==> config.mk <==
export PLATFORM = sky130hd
export DESIGN_NAME = axis_mash11_ncl
export DESIGN_NICKNAME = d
export VERILOG_FILES = /design/src/rtl/mash_pkg.sv /design/src/rtl/dwa_rotator.sv /design/src/rtl/axis_mash11_ncl.sv
export SDC_FILE = /design/constraint.sdc
export NUM_CORES = 1
export LEC_CHECK = 0
export ABC_AREA = 1
export CAP_MARGIN = 20
export CORE_UTILIZATION = 45
export CTS_CLUSTER_DIAMETER = 200
export DETAILED_ROUTE_END_ITERATION = 8
export MAX_ROUTING_LAYER = met4
export PLACE_DENSITY = 0.73
export REMOVE_ABC_BUFFERS = 1
export SLEW_MARGIN = 5
export SYNTH_ARGS = -nofsm -noshare
export SYNTH_HDL_FRONTEND = slang
export SYNTH_SLANG_ARGS = --single-unit
==> constraint.sdc <==
create_clock -name aclk -period 2.3 [get_ports aclk]
set_input_delay 0.345 -clock aclk [delete_from_list [all_inputs] [get_ports aclk]]
set_output_delay 0.345 -clock aclk [all_outputs]
set_load 0.01 [all_outputs]
==> src/rtl/mash_pkg.sv <==
// Shared types and helpers for the MASH 1-1 noise-cancellation stage.
// Level y spans -1..+2 and maps onto 0..3 active unit elements.
package mash_pkg;

    typedef logic signed [2:0] mash_level_t;
    typedef logic [1:0]        mash_count_t;

    localparam int unsigned MASH_N_ELEM = 3;

    // Number of unit elements to enable for a given output level (y + 1).
    function automatic mash_count_t level_to_count(input mash_level_t level);
        mash_level_t biased;
        biased = level + 3'sd1;
        return biased[1:0];
    endfunction

endpackage

==> src/rtl/dwa_rotator.sv <==
// Data-weighted-averaging element selector: holds the rotation pointer and
// maps an element count onto a rotated thermometer enable word.
module dwa_rotator
    import mash_pkg::*;
#(
    parameter int unsigned N_ELEM = MASH_N_ELEM,
    parameter bit          DWA_EN = 1'b1
) (
    input  logic              clk,
    input  logic              rst_n,
    input  logic              en,
    input  mash_count_t       count,
    output logic [N_ELEM-1:0] elem
);

    localparam int unsigned PW = $clog2(N_ELEM);

    logic [PW-1:0] ptr_q;
    logic [PW-1:0] ptr_d;

    // Element i is on when its distance from ptr (mod N_ELEM) is below count.
    always_comb begin
        int unsigned off;
        elem = '0;
        off  = 0;
        for (int unsigned i = 0; i < N_ELEM; i++) begin
            off     = (i + N_ELEM - 32'(ptr_q)) % N_ELEM;
            elem[i] = (off < 32'(count));
        end
    end

    always_comb begin
        int unsigned sum;
        sum = 32'(ptr_q) + 32'(count);
        if (sum >= N_ELEM) begin
            sum = sum - N_ELEM;
        end
        ptr_d = DWA_EN ? PW'(sum) : '0;
    end

    always_ff @(posedge clk or negedge rst_n) begin
        if (!rst_n) begin
            ptr_q <= '0;
        end else if (en) begin
            ptr_q <= ptr_d;
        end
    end

endmodule

==> src/rtl/axis_mash11_ncl.sv <==
// MASH 1-1 noise cancellation: joins the two EFM carry streams, forms
// y = c1 + c2 - c2[n-1] and registers it with its DWA unit-element word.
module axis_mash11_ncl
    import mash_pkg::*;
#(
    parameter int unsigned N_ELEM = MASH_N_ELEM,
    parameter bit          DWA_EN = 1'b1
) (
    input  logic              aclk,
    input  logic              arst_n,
    input  logic              s_axis_c1_tdata,
    input  logic              s_axis_c1_tvalid,
    output logic              s_axis_c1_tready,
    input  logic              s_axis_c2_tdata,
    input  logic              s_axis_c2_tvalid,
    output logic              s_axis_c2_tready,
    output logic [2:0]        m_axis_data_tdata,
    output logic [N_ELEM-1:0] m_axis_elem_tdata,
    output logic              m_axis_data_tvalid,
    input  logic              m_axis_data_tready
);

    logic              can_load;
    logic              fire;
    mash_level_t       level;
    mash_count_t       count;
    logic [N_ELEM-1:0] elem;

    logic              valid_q, valid_d;
    mash_level_t       data_q, data_d;
    logic [N_ELEM-1:0] elem_q, elem_d;
    logic              c2_d_q, c2_d_d;

    // Output slot is free when empty or draining this cycle.
    assign can_load = !valid_q || m_axis_data_tready;
    assign fire     = s_axis_c1_tvalid && s_axis_c2_tvalid && can_load;

    assign s_axis_c1_tready = s_axis_c2_tvalid && can_load;
    assign s_axis_c2_tready = s_axis_c1_tvalid && can_load;

    assign level = $signed({2'b00, s_axis_c1_tdata})
                 + $signed({2'b00, s_axis_c2_tdata})
                 - $signed({2'b00, c2_d_q});
    assign count = level_to_count(level);

    dwa_rotator #(
        .N_ELEM (N_ELEM),
        .DWA_EN (DWA_EN)
    ) u_dwa (
        .clk   (aclk),
        .rst_n (arst_n),
        .en    (fire),
        .count (count),
        .elem  (elem)
    );

    always_comb begin
        valid_d = valid_q;
        data_d  = data_q;
        elem_d  = elem_q;
        c2_d_d  = c2_d_q;
        if (fire) begin
            valid_d = 1'b1;
            data_d  = level;
            elem_d  = elem;
            c2_d_d  = s_axis_c2_tdata;
        end else if (m_axis_data_tready) begin
            valid_d = 1'b0;
        end
    end

    always_ff @(posedge aclk or negedge arst_n) begin
        if (!arst_n) begin
            valid_q <= 1'b0;
            data_q  <= '0;
            elem_q  <= '0;
            c2_d_q  <= 1'b0;
        end else begin
            valid_q <= valid_d;
            data_q  <= data_d;
            elem_q  <= elem_d;
            c2_d_q  <= c2_d_d;
        end
    end

    assign m_axis_data_tvalid = valid_q;
    assign m_axis_data_tdata  = data_q;
    assign m_axis_elem_tdata  = elem_q;

endmodule

After elaboration in Yosys (flattened, before gate mapping)
Cells that the tools add are included.
Cells by class
  add/subtract/negate cells: 8
  div/mod/pow operators: 3
  $lt $le $gt $ge: 4
  mux-type cells: 3
  reduce and logical (&&, ||, !) cells: 7
Operator list (count)
  $lt A32 B2 Y1: 3
  $mod A32 B2 Y32 const B: 3
  $sub A3 B2 Y4 const A: 2
  $logic_and A1 B1 Y1: 4
  $add A2 B2 Y3: 1
  $ge A3 B2 Y1 const B: 1
  $sub A2 B1 Y3: 1
  $sub A2 B2 Y3 const A: 1
  $add A1 B1 Y2: 1
  $add A2 B2 Y2 const B: 1
  $mux W1: 2
  $mux W2: 1
  $reduce_bool A2 Y1: 1
  $sub A2 B2 Y2 const B: 1
  $logic_not A1 Y1: 1
  $logic_or A1 B1 Y1: 1
Word-level totals
  register bits after elaboration: 10
  bits of input ports: 7
  output and inout port bits: 9
  logic and storage cells: 30

Depth between registers and ports, before layout
Gate-level depths: netlist of run 1.
  depth in word-level cells: 6
  gate-level depth with buffers: 14
  depth with buffers taken out: 14

Cells and area by module
Synthesis of run 1 repeated with hierarchy kept, for this count alone.
Second synthesis, totals
  cells, all modules: 121
  area, all modules: 913.4 µm²
By module, submodules not included
  dwa_rotator: instances 1, cells each 70, area each 485.5 µm², sequential area each 50.0 µm²
  axis_mash11_ncl: instances 1, cells each 51, area each 427.9 µm², sequential area each 200.2 µm²

Worst setup path before layout of run 1
No wires, ideal clock.
  kind: input -> register
  start point: in s_axis_c2_tdata
  end point: reg u_dwa.ptr_q[1]
  setup time: 0.123 ns
  arrival: 2.202 ns
  data required time: 2.177 ns
  path slack: -0.025 ns
  stages: 14
  path buffers: 0
  path through: inv_1 -> fa_1 -> inv_2 -> ha_1 -> inv_1 -> fa_1 -> inv_1 -> ha_1 -> inv_1 -> nand2_1 -> nor2_1 -> nor2_1 -> o21ai_0 -> nand2_1
On the way
  cells in the longest elaborated chain, start to end: 6
  elaborated cells between the ends (all ways): 7
  those cells by class: add/sub: 5; order compare: 1; mux: 1
Ends and longest elaborated chain
  start: declaration: line axis_mash11_ncl.sv:14  | input logic s_axis_c2_tdata,
  $add A1 B1 Y2 (*): line axis_mash11_ncl.sv:42  | + $signed({2'b00, s_axis_c2_tdata})
  $sub A2 B1 Y3 (*): line axis_mash11_ncl.sv:43  | - $signed({2'b00, c2_d_q});
  net level[0]: line axis_mash11_ncl.sv:25  | mash_level_t level;
  $add A2 B2 Y2 (*): line mash_pkg.sv:13  | biased = level + 3'sd1;
  $add A2 B2 Y3 (*): line dwa_rotator.sv:34  | sum = 32'(ptr_q) + 32'(count);
  $ge A3 B2 Y1 / $sub A2 B2 Y2 (equally long branches): line dwa_rotator.sv:35, dwa_rotator.sv:36
  $mux W2 (*): line dwa_rotator.sv:35  | if (sum >= N_ELEM) begin
  end signal: assignment: line dwa_rotator.sv:45  | ptr_q <= ptr_d;
  end: declaration: line dwa_rotator.sv:18  | logic [PW-1:0] ptr_q;
The timed path passes the listed nets; every way through them passes the cells marked *.
A chain may end at the register's enable or synchronous reset.

Final worst setup path of run 1
  start point: in s_axis_c1_tdata
  end point: reg u_dwa.ptr_q[1]
On the way
  cells in the longest elaborated chain, start to end: 6
  elaborated cells between the ends (all ways): 7
  those cells by class: add/sub: 5; order compare: 1; mux: 1
Ends and longest elaborated chain
  start: declaration: line axis_mash11_ncl.sv:11  | input logic s_axis_c1_tdata,
  $add A1 B1 Y2 (*): line axis_mash11_ncl.sv:42
  $sub A2 B1 Y3 (*): line axis_mash11_ncl.sv:43
  net level[0]: line axis_mash11_ncl.sv:25
  $add A2 B2 Y2 (*): line mash_pkg.sv:13
  $add A2 B2 Y3 (*): line dwa_rotator.sv:34
  $ge A3 B2 Y1 / $sub A2 B2 Y2 (equally long branches): line dwa_rotator.sv:35, dwa_rotator.sv:36
  $mux W2 (*): line dwa_rotator.sv:35
Marks and branches as above.

==> summary.txt, run 1 <==
STA
  • Slew @ Worst Pin: around 460 ps
  • Clock Skew: 3.46 ps
  • RSZ-0062 raised after global routing: true
  • Tmin final: 2270 ps
  • Relative max-transition margin: 0.691
  • Fin worst setup slack: 30.2 ps
  • Final worst-path cycle share: 0.987
  • Pins over their slew limit: 0
  • Fin Hold WS: 402 ps
  • Max Fclk: around 440 MHz
  • Setup TNS: 0 ps
  • Final setup viols: 0
  • Hold Vio Cnt, Final: 0

Setup path
  • CP required: 2450 ps
  • Slowest stage cell, crit path: fa_1
  • Worst Path Max Fanout: 4
  • CP arrival: 2420 ps
  • CP cell instances: dlygate4sd2_1, inv_2, fa_1, inv_2, ha_4, inv_2, fa_1, inv_2, ha_4, inv_2, nand2_4, nor2_2, nor2_1, o21ai_1, nand2_1
  • CP Launch Type: input pin
  • Worst path max stage delay: roughly 500 ps
  • Worst reg2reg setup slack: a little over 30 ps
  • Crit Path Category: in -> reg
  • CP dominant cell by count: inv_2
  • Crit. End Element: flop

Synthesis
  • Syn Area/Cell: between 8 and 9 sq um
  • Largest family of logic cells by synthesized area: adder cells
  • Simple-gate share of the synthesized area: 0.200
  • Post-Synth Adder-Cell Area: 0.314
  • FF+latch count, synth: 10
  • Sequential-to-total area share from yosys stat: 0.296
  • Xor and xnor area share after synthesis: 0
  • Post-Synthesis Cells: 102
  • Mux cell area share after synthesis: 0
  • Compound-cell area share of the yosys netlist: 0.0830
  • Yosys warns: 0
  • Post-synthesis cell area: 845 sq um
  • Yosys cell types: 17

Job
  • Max Cap Viol: 0

Clocking
  • Clock Tree Buf Depth: 2
  • H-tree lvl count: 1
  • Root buf cell: clkbuf_4
  • Hold Buf Count CTS: 0
  • Worst-Skew Late Latency: 260 ps
  • Num Clock Sinks: 10
  • CTS Buf Count: 3
  • TritonCTS clock tree: built
  • Clk pin slew, worst setup/hold paths: 60 ps

Global routing
  • Initial antenna violation count: 0
  • First-pass GRT wire length: 2.60 mm
  • Vias in the first global route: roughly 640
  • Overall Global Routing Usage: 0.184
  • Largest net degree at the start of global routing: 16
  • Congestion Overflow GR: 0

Floorplan
  • Die height: 45.3 um
  • Die area: 0.00205 sq mm
  • Rows: 15
  • Initial Util: 0.484
  • Die W: 45.3 um
  • Core area: 0.00175 sq mm
  • Num ports: 16

Power and ir drop
  • Clock power frac: 0.099
  • P_leak: 0.607 nW
  • Peak supply drop: between 0.0006 and 0.0007 V
  • Logic pwr share: 0.667
  • Seq pwr share: 0.235
  • Sw Share: 0.435
  • Final Total Pwr: about 1.2 mW
  • Sw Pwr: 0.515 mW
  • Power Internal: 0.668 mW
  • Power density cells: about 1100 mW/mm^2

Finish
  • Nets@finish: 155
  • Final instance area: 0.00112 sq mm
  • Highest-count cells in the layout ignoring fill and taps: 22 x nand2_1, 16 x ha_1, 13 x inv_1, 13 x clkdlybuf4s50_1, 10 x dfrtp_1
  • Layout cell share with drive strength beyond 1: 0.230
  • Fin util: 0.643
  • Area Growth Syn to Fin: 32.9%
  • Fill cells: 164
  • ANT cells: 0
  • Commonest non-fill, non-tap cell in the layout: nand2_1
  • Non-Filler Instances: between 150 and 200

Placed design
  • Post-DP Area: 0.00106 sq mm
  • Port-buffer cells: 15
  • Number of instances in the placed design: between 100 and 150
  • Post-Place Worst Slack: -652 ps
  • Gp weighted congestion: approximately 0.79
  • HPWL after detailed placement: approximately 1.2 mm

Route
  • Routed length on met3: roughly 49 um
  • Antenna-violating nets left: 0
  • Initial DRC count: 4
  • WL final: about 1.5 mm
  • Met2 routed WL: roughly 800 um
  • Average wire per standard cell: between 10 and 15 um
  • Drt first pass iters: 4
  • DRC viols: 0
  • Uppermost routed layer: met4
  • Routed vias/inst: 4.62
  • Met1 wire length: slightly below 700 um
  • DR vias: 698

Hold path
  • Hold WC Path Type: in -> async

Outcome
  • Status: finished, final reports clean
## state kept, by name (all words and copies together), names as in the netlist
signal / flops
m_axis_elem_tdata: 3
m_axis_data_tdata: 3
c2_d_q: 1
m_axis_data_tvalid: 1
u_dwa.ptr_q: 2
## logic make-up (layout without fill, tap and decap cells)
| group | count (synthesis) | in the layout |
|---|---|---|
| AO/OA/AOI/OAI | 11 | 11 |
| buffers and inverters | 22 | 46 |
| AND/OR/NAND/NOR | 39 | 39 |
| adder cells (fa/ha/maj) | 20 | 20 |
| flip-flops | 10 | 10 |
## power by group through the flow
stage          Combinational (mW)  Sequential [mW]  Clock, mW
2_1_floorplan               0.436            0.290          0
3_3_place_gp                0.633            0.276          0
3_5_place_dp                0.668            0.278          0
4_1_cts                     0.770            0.279      0.123
5_1_grt                     0.918            0.286      0.132
6_report                    0.789            0.277      0.117
## per-layer routing
metal | global-route usage | up-vias
li1 | - | 364
met1 | 0.203 | 321
met2 | 0.322 | 11
met3 | 0.0720 | 2
met4 | 0.0182 | 0
met5 | - | -
## repair_timing
action	4_1_cts	5_1_grt
resized for setup	13	3
endpoints found under the setup margin	2	2
buffers inserted	1	0
pin swaps	4	4
gates cloned	0	0
## final timing paths
kind                                       from              endpoint  cells after the start
setup / recovery                s_axis_c1_tdata        u_dwa.ptr_q[1]                     15
hold / removal                           arst_n  m_axis_data_tdata[2]                      1
setup reg to reg                         c2_d_q        u_dwa.ptr_q[1]                     13
hold reg to reg            m_axis_elem_tdata[1]  m_axis_elem_tdata[1]                      2
max in group asynchronous                arst_n  m_axis_data_tdata[0]                      1
min in group aclk          m_axis_elem_tdata[1]  m_axis_elem_tdata[1]                      2
## synth_stat cells
cell       n  share of area
ha_1      18           0.27
inv_1     18          0.080
nand2_1   23           0.10
o22ai_1    1         0.0074
dfrtp_1   10           0.30
o211ai_1   1         0.0089
inv_2      3          0.013
fa_1       2          0.047
o21ai_2    3          0.031
o21ai_0    4          0.024
nand2_4    1          0.013
a21oi_1    2          0.012
nand2_2    3          0.022
nand3b_1   1         0.0089
buf_6      1          0.013
nor2_1     8          0.036
nand3_1    3          0.018
## area by class of cell
cell class	count	area [sq um]	share of cell area
sequential	10	250	0.223
multi-input combinational	70	539	0.480
inverter	21	78.8	0.0702
timing repair buffer	22	200	0.178
tap	25	31.3	0.0279
clock buffer	3	22.5	0.0201
## worst max-delay path: cells and delay by family
kind,cells,cell delay (ps)
fa+ha+maj,4,1260
simple gates,4,220
buf+inv,6,530
compound gates,1,80
Note: power is estimated with default switching activity, not from simulation.
==> inputs of run 2 (changes only) <==
==> constraint.sdc (replaced) <==
create_clock -name aclk -period 1.9 [get_ports aclk]
set_input_delay 0.285 -clock aclk [delete_from_list [all_inputs] [get_ports aclk]]
set_output_delay 0.285 -clock aclk [all_outputs]
set_load 0.01 [all_outputs]
==> run 2 against run 1 <==
Effect of this change: the flow now finishes with violations (setup timing); largest power group unchanged; critical endpoint unchanged; utilization rose by 3.6 points; routed wire length up 11%; flip-flop and latch count stayed put; combinational power grew 42%.
==> summary.txt, run 2 (synthesis results as in run 1) <==
Route
  • DRC viols: 0 (unchanged)
  • Average wire per standard cell: 10.8 um (+6.1%)
  • Routed vias/inst: 4.61 (-0.19%)
  • Drt first pass iters: 4 (unchanged)
  • Initial DRC count: 4 (unchanged)
  • DR vias: 729 (+4.4%)
  • Antenna-violating nets left: 0 (unchanged)
  • WL final: 1.71 mm (+11%)

Finish
  • Layout cell share with drive strength beyond 1: 0.286 (+0.0556)
  • Highest-count cells in the layout ignoring fill and taps: 22 x nand2_1, 15 x ha_1, 14 x buf_4
  • ANT cells: 0 (unchanged)
  • Commonest non-fill, non-tap cell in the layout: nand2_1
  • Area Growth Syn to Fin: 40.3%
  • Fill cells: 140 (-15%)
  • Nets@finish: 162 (+4.5%)

Floorplan
  • Rows: 15 (unchanged)
  • Core area: 0.00175 sq mm (unchanged)
  • Die area: 0.00205 sq mm (unchanged)
  • Num ports: 16 (unchanged)
  • Die W: 45.3 um (unchanged)
  • Die height: 45.3 um (unchanged)
  • Initial Util: 0.484 (unchanged)

Hold path
  • Hold WC Path Type: in -> async

Setup path
  • Crit Path Category: reg -> reg
  • Worst reg2reg path depth: 13 (unchanged)
  • Cell family with most CP delay: adder cells
  • CP arrival: 2470 ps (+50 ps)
  • Worst Path Max Fanout: 4 (unchanged)
  • CP Launch Type: flop
  • CP cell instances: fa_1, inv_2, ha_4, inv_2, fa_1, inv_2, ha_4, inv_2, nand2_4, nor2_4, nor2_2, o21ai_1, nand2_1
  • Crit. End Element: flop
  • CP dominant cell by count: inv_2
  • Worst path max stage delay: 490 ps (about the same)
  • Slowest stage cell, crit path: fa_1
  • CP Depth: 13 (-2)
  • Worst Path Buf+Inv: 4 (-2)
  • CP required: 2070 ps (-380 ps)

Global routing
  • Initial antenna violation count: 0 (unchanged)
  • M1 GR Usage: 0.210 (+0.00640)
  • Congestion Overflow GR: 0 (unchanged)
  • GRT Max-Usage Layer: met2
  • Overall Global Routing Usage: 0.206 (+0.0220)
  • Met2 usage: 0.386 (+0.0638)
  • Met3 Track Usage GR: 0.0480 (-0.0240)
  • Vias in the first global route: 701 (+8.9%)
  • Largest net degree at the start of global routing: 16 (unchanged)
  • First-pass GRT wire length: 2.93 mm (+12%)

STA
  • Slew @ Worst Pin: 505 ps (+42.9 ps)
  • Clock Skew: 7.13 ps (+3.67 ps)
  • Relative max-transition margin: 0.662 (-0.0287)
  • RSZ-0062 raised after global routing: true
  • Max Fclk: 434 MHz
  • Final setup viols: 2 (+2)
  • Final worst-path cycle share: 1.21
  • Pins over their slew limit: 0 (unchanged)
  • Hold Vio Cnt, Final: 0 (unchanged)
  • Tmin final: ~2300 ps
  • Fin worst setup slack: -404 ps (-434 ps)
  • Fin Hold WS: 341 ps (-60.8 ps)

Power and ir drop
  • Final Total Pwr: 1.59 mW (+34%)
  • Peak supply drop: 0.000832 V (+27%)
  • Power density cells: 1340 mW/mm^2 (+27%)
  • P_leak: 0.641 nW (+5.6%)

Job
  • Max Cap Viol: 0 (unchanged)

Clocking
  • Hold Buf Count CTS: 0 (unchanged)
  • Clock Tree Buf Depth: 2 (unchanged)
  • Root buf cell: clkbuf_4
  • Clk pin slew, worst setup/hold paths: 70 ps (about the same)
  • CTS Buf Count: 3 (unchanged)
  • Worst-Skew Late Latency: 280 ps (+20 ps)
  • TritonCTS clock tree: built
  • H-tree lvl count: 1 (unchanged)
  • Num Clock Sinks: 10 (unchanged)

Outcome
  • Failing checks: setup timing
  • Status: finished, violations left

Placed design
  • Gp weighted congestion: 0.745 (-5.6%)
  • Port-buffer cells: 15 (unchanged)
  • HPWL after detailed placement: 1.34 mm (+8.1%)
-- run 2: changes by cell type in the layout (fill, tap and decap cells not counted) --
cell / delta
buf_4: +7
ha_1: -1
nor2_4: +1
nor2_1: -1
ha_2: +1
-- run 2: cell type report --
type | instances | area, sq um | share of cell area
Clock buffer | 3 | 22.5 | 0.0190
Inverter | 21 | 78.8 | 0.0665
Multi-Input combinational cell | 70 | 549 | 0.464
Tap cell | 25 | 31.3 | 0.0264
Timing Repair Buffer | 29 | 253 | 0.213
Sequential cell | 10 | 250 | 0.211
-- run 2: stage by stage --
stage	instances	setup WS, ps	setup TNS [ps]	area (sq um)	utilization
finish	158	-404	-803	1180	0.679
global route	158	-499	-985	1180	0.679
CTS	156	-477	-939	1150	0.660
detailed placement	152	-975	-2530	1100	0.629
global placement	152	-901	-2330	1100	0.629
floorplan	101	-385	-761	833	-
-- run 2: repair_timing --
action,4_1_cts,5_1_grt
pin swaps,7,6
setup endpoints to repair,2,3
endpoints found under the hold margin,0,0
resized for setup,13,6
setup buffers,1,2
gates cloned,0,0
-- run 2: metal layers --
metal,vias to the layer above,routed length (um),share of wire
li1,377,-,-
met3,3,46,0.027
met2,8,961,0.56
met5,-,0,0
met4,0,16,0.0094
met1,341,682,0.40
-- run 2: worst paths after layout --
kind,start,end,slack (ps)
worst max-delay path,c2_d_q,u_dwa.ptr_q[1],-400
worst min-delay path,arst_n,m_axis_data_tvalid,340
worst max register to register,c2_d_q,u_dwa.ptr_q[1],-400
worst min register to register,m_axis_data_tdata[0],m_axis_data_tdata[0],480
max in group asynchronous,arst_n,m_axis_data_tdata[2],1210
min in group aclk,m_axis_data_tdata[0],m_axis_data_tdata[0],480
-- run 2: where the power goes --
part           total, mW  switching [mW]  leakage (nW)  internal [mW]
Clock              0.155          0.0819        0.0138         0.0735
Combinational       1.12           0.576         0.501          0.544
Sequential         0.314          0.0352         0.126          0.279
